<file path="config.mk">
export PLATFORM = sky130hd
export DESIGN_NAME = key_highlight_ctrl
export DESIGN_NICKNAME = d
export VERILOG_FILES = /design/src/rtl/key_highlight_ctrl.sv
export SDC_FILE = /design/constraint.sdc
export NUM_CORES = 1
export LEC_CHECK = 0
export CAP_MARGIN = 25
export CORE_MARGIN = 2
export CORE_UTILIZATION = 45
export DETAILED_ROUTE_END_ITERATION = 8
export GPL_TIMING_DRIVEN = 0
export HOLD_SLACK_MARGIN = 0.08
export PLACE_DENSITY = 0.61
export SLEW_MARGIN = 5
export SYNTH_ARGS = -nofsm -noshare
export SYNTH_HDL_FRONTEND = slang
export SYNTH_SLANG_ARGS = --single-unit
</file>
<file path="constraint.sdc">
create_clock -name Clk -period 3.6 [get_ports Clk]
set_clock_uncertainty 0.15 [all_clocks]
set_input_delay 0.72 -clock Clk [delete_from_list [all_inputs] [get_ports Clk]]
set_output_delay 0.72 -clock Clk [all_outputs]
set_load 0.1 [all_outputs]
</file>
<file path="src/rtl/key_highlight_ctrl.sv">
// Held-key tracker with minimum highlight time and per-frame snapshot.
// Ports: Clk/Reset_n, frame_start, ev_* handshake, query_*, snapshot outs.
module key_highlight_ctrl #(
  parameter int NUM_KEYS    = 14,
  parameter int HOLD_FRAMES = 4
) (
  input  logic                Clk,
  input  logic                Reset_n,
  input  logic                frame_start,
  input  logic                ev_valid,
  output logic                ev_ready,
  input  logic [3:0]          ev_key,
  input  logic                ev_on,
  input  logic [3:0]          query_key,
  output logic                query_active,
  output logic [NUM_KEYS-1:0] active_mask,
  output logic [3:0]          last_key,
  output logic                bad_key_err
);

  localparam logic [3:0] KMAX      = 4'(NUM_KEYS);
  localparam logic [2:0] HOLD_INIT = 3'(HOLD_FRAMES);

  typedef enum logic [1:0] {
    IDLE = 2'd0,
    AGE  = 2'd1,
    SNAP = 2'd2
  } state_t;

  state_t state_q;

  logic [NUM_KEYS-1:0]      live_q, live_d;
  logic [NUM_KEYS-1:0]      pend_q, pend_d;
  logic [NUM_KEYS-1:0][2:0] hold_q, hold_d;
  logic [3:0]               last_on_q, last_on_d;
  logic                     bad_q, bad_d;
  logic [NUM_KEYS-1:0]      mask_q;
  logic [3:0]               last_key_q;
  logic [3:0]               snap_last;

  logic       accept;
  logic       key_ok;
  logic [3:0] ev_idx;
  logic       q_ok;

  // Gated by Reset_n so the source never sees ready during reset.
  assign ev_ready = Reset_n & (state_q == IDLE) & ~frame_start;
  assign accept   = ev_valid & ev_ready;
  assign key_ok   = (ev_key != 4'd0) && (ev_key <= KMAX);
  assign ev_idx   = ev_key - 4'd1;

  always_comb begin
    live_d    = live_q;
    pend_d    = pend_q;
    hold_d    = hold_q;
    last_on_d = last_on_q;
    bad_d     = bad_q;
    if (state_q == AGE) begin
      for (int k = 0; k < NUM_KEYS; k++) begin
        if (hold_q[k] != 3'd0)
          hold_d[k] = hold_q[k] - 3'd1;
        // A deferred release lands on the frame its hold expires.
        if (pend_q[k] && hold_d[k] == 3'd0) begin
          live_d[k] = 1'b0;
          pend_d[k] = 1'b0;
        end
      end
    end
    if (accept) begin
      if (!key_ok) begin
        bad_d = 1'b1;
      end else if (ev_on) begin
        live_d[ev_idx] = 1'b1;
        pend_d[ev_idx] = 1'b0;
        hold_d[ev_idx] = HOLD_INIT;
        last_on_d      = ev_key;
      end else if (live_q[ev_idx]) begin
        if (hold_q[ev_idx] == 3'd0)
          live_d[ev_idx] = 1'b0;
        else
          pend_d[ev_idx] = 1'b1;
      end
    end
  end

  always_comb begin
    snap_last = 4'd0;
    if (last_on_q != 4'd0 && last_on_q <= KMAX)
      if (live_q[last_on_q - 4'd1])
        snap_last = last_on_q;
  end

  always_ff @(posedge Clk or negedge Reset_n) begin
    if (!Reset_n) begin
      state_q    <= IDLE;
      live_q     <= '0;
      pend_q     <= '0;
      hold_q     <= '0;
      last_on_q  <= 4'd0;
      bad_q      <= 1'b0;
      mask_q     <= '0;
      last_key_q <= 4'd0;
    end else begin
      live_q    <= live_d;
      pend_q    <= pend_d;
      hold_q    <= hold_d;
      last_on_q <= last_on_d;
      bad_q     <= bad_d;
      unique case (state_q)
        IDLE: if (frame_start) state_q <= AGE;
        AGE:  state_q <= SNAP;
        SNAP: begin
          state_q    <= IDLE;
          mask_q     <= live_q;
          last_key_q <= snap_last;
        end
        default: state_q <= IDLE;
      endcase
    end
  end

  assign q_ok = (query_key != 4'd0) && (query_key <= KMAX);
  assign query_active = q_ok ? mask_q[query_key - 4'd1] : 1'b0;

  assign active_mask = mask_q;
  assign last_key    = last_key_q;
  assign bad_key_err = bad_q;

endmodule

</file>
==> impl_results.md <==
* Total global routing overflow at 0
* Worst path slowest cell: clkdlybuf4s50_1
* Final hold violations at 0
* Rows at 41
* Fin nets at 732
* Area contributors post-synth: dfrtp_1, ha_1, inv_1
* Crit Path Max Fanout at 3
* Reg power frac at 37.5%
* Clk sink count at 95
* All-Layer GR Usage at 22.3%
* Final core utilization at 53.2%
* Startpoint types: input port
* Yosys cell types at 65
* First drt pass iteration count at 7
* Initial antenna violation count at 0
* Worst rel slew slack at 34.5%
* Peak VDD IR at 0.213 mV
* Cell Pwr Density at 678 nW/um^2
* Commonest non-fill, non-tap cells in the layout: dfrtp_1, inv_1, nor2_1, nand2_1, ha_1
* Placer Congestion at 0.868
* Comb pwr share at 41.1%
* Die W at 118 um
* Worst r2r dst: last_key[3]$_DFFE_PN0N_
* Core Area at 12700 um^2
* FF+latch count, synth at 95
* Crit Path Class: input port to output port
* Synthesized area at 5860 um^2
* Worst Setup End Kind: output port
* DP HPWL at 11.2 mm
* Reg-to-Reg Start: last_on_q[0]$_DFFE_PN0P_
* Length in cells of the worst reg-to-reg path at 9
* Slew Viols, Final at 0
* Detail Route Antenna Nets at 0
* Input/output buffers at 30
* Post-Route WL at 15.0 mm
* Diodes inserted at 0
* DR WL/cell at 17.8 um
* Critical Path Start: query_key[1]
* Worst Tran Pin Value at 979 ps
* CTS clk-pin slew, worst paths at 70 ps
* Yosys top cell by area: dfrtp_1
* Starting Density at 46.2%
* Die footprint at 13900 um^2
* Fin crit share at 98.4%
* Place WS at -1160 ps
* TritonCTS buffer count at 9
* # DRC at 0
* P_leak at 2.91 nW
* Starting DRT DRC Count at 326
* Synth Instances at 625
* H-Tree Depth at 3
* Cell Int Power at 2.69 mW
* Root buffer cell: clkbuf_16
* EDFF count, synth at 0
* Syn_nets at 690
* CP max stage delay at 510 ps
* Commonest non-fill, non-tap cell in the layout: dfrtp_1
* Layout cells sized above 1 at 11.5%
* Pin count of the biggest net entering global routing at 58
* Share of the synthesized area in the top cell type at 40.6%
* WP buf/inv at 3
* Clk pwr share at 21.4%
* # fillers at 1150
* Final setup fails at 0
* CTS tree: yes
* Routed via count at 4760
* Worst EP required at 2730 ps
* Post-synthesis sequential area ratio at 40.6%
* Worst min path class: input port to async pin
* Num ports at 34
* Area grow syn2layout at 15.2%
* Arrival @ worst endpoint at 2670 ps
* Vias/cell at 5.64
* Status: finished clean
* Worst-Skew Late Latency at 350 ps
* Register-to-register path setup slack at 870 ps
* Async S/R FF share, synth at 100%
* CP delay by family, top: buffers and inverters
* Net Switching at 1.89 mW
* Placed cell areas at 6410 um^2
* Max clock buf depth at 2
* Total power at 4.57 mW
* DIE HEIGHT at 118 um
* Top FF cell, synth: dfrtp_1
* Max cap viols at 0
* Sw Share at 41.2%
* Yosys warns at 0
* Vias in the first global route at 4608
* Fin area at 6740 um^2
* F_max at 282 MHz
* Post-layout minimum cycle time at 3540 ps
* Post-route setup slack at 57.1 ps
* Fin Setup TNS at 0 ps
* First-pass GRT wire length at 24.6 mm
* Cell Chain, Critical Path: clkdlybuf4s50_1, inv_1, ha_2, xor2_2, mux4_2, a211oi_2, a21oi_1, o311a_2, buf_8
* Mean Syn Cell Area at 9.37 um^2
[kinds of logic (layout without fill, tap and decap cells)]
group | after synthesis | in the layout | synth area share (%)
adder cells (fa/ha/maj) | 52 | 52 | 11.1
AND/OR/NAND/NOR | 202 | 202 | 15.8
multiplexers | 29 | 29 | 7.22
XOR/XNOR | 18 | 18 | 2.69
flip-flops | 95 | 95 | 40.6
buffers and inverters | 106 | 153 | 7.20
AO/OA/AOI/OAI | 123 | 123 | 15.3
[per-stage QoR]
step,std cells,hold slack [ps]
after floorplan,625,274
after global placement,827,298
after detailed placement,828,323
after CTS,844,215
after global routing,844,236
final,844,199
[timing repair]
action                     CTS  global route
setup endpoints to repair   49             8
setup buffers                0             0
hold buffers                 0             0
gates cloned                 0             0
pin swaps                    1             1
gates resized for setup     18             6
[power by group through the flow]
stage	Sequential, mW	Combinational (mW)	Clock (mW)
after global routing	1.76	2.11	1.05
final	1.71	1.88	0.979
after global placement	1.70	1.79	0
after detailed placement	1.72	1.87	0
after floorplan	1.91	1.19	0
after CTS	1.71	1.89	0.996
[how the worst max path moves through the flow]
| stage | endpoint | cells after the start |
|---|---|---|
| 3_3_place_gp | ev_ready | 3 |
| 3_5_place_dp | live_q[5]$_DFF_PN0_ | 11 |
| 5_1_grt | query_active | 9 |
| 2_1_floorplan | query_active | 8 |
| 6_report | query_active | 9 |
| 4_1_cts | query_active | 9 |
[Yosys cell counts, drive strengths merged, types with 2 or more instances]
master,number
a21oi,6
clkinv,2
nand2,59
clkbuf,19
or3,2
nand4,4
and3,3
a31oi,8
nand2b,3
mux2,16
o211ai,6
nor2,71
mux2i,4
nand3,37
a22o,4
xnor2,16
a41oi,2
o31ai,6
or3b,2
ha,52
a22oi,7
dfrtp,95
nor4,6
a311oi,6
a211oi,9
o41ai,3
buf,8
xor2,2
o21ai,42
o21a,3
a32oi,5
nor3b,3
nor3,6
o211a,4
inv,77
mux4,9
o311ai,2
[registers in the layout (all words and copies together), names as in the netlist]
name / cells
active_mask: 14
bad_key_err: 1
hold_q: 42
last_key: 4
last_on_q: 4
live_q: 14
pend_q: 14
state_q: 2
[area by class of cell]
| type | count | area [um^2] | share of cell area, % |
|---|---|---|---|
| Multi-Input combinational cell | 424 | 3100 | 45.9 |
| Sequential cell | 95 | 2380 | 35.3 |
| Timing Repair Buffer | 31 | 329 | 4.88 |
| Inverter | 79 | 297 | 4.40 |
| Clock buffer | 10 | 239 | 3.54 |
| Tap cell | 172 | 215 | 3.19 |
| Buffer | 27 | 130 | 1.93 |
| Clock inverter | 6 | 60.1 | 0.891 |
[metal layers]
metal  track usage [%]  wire [um]
met1              29.5       6760
met2              37.6       7260
met3              3.83        715
met4              6.48        257
met5                 0          0
No activity file was read; power rests on OpenSTA's default activity.
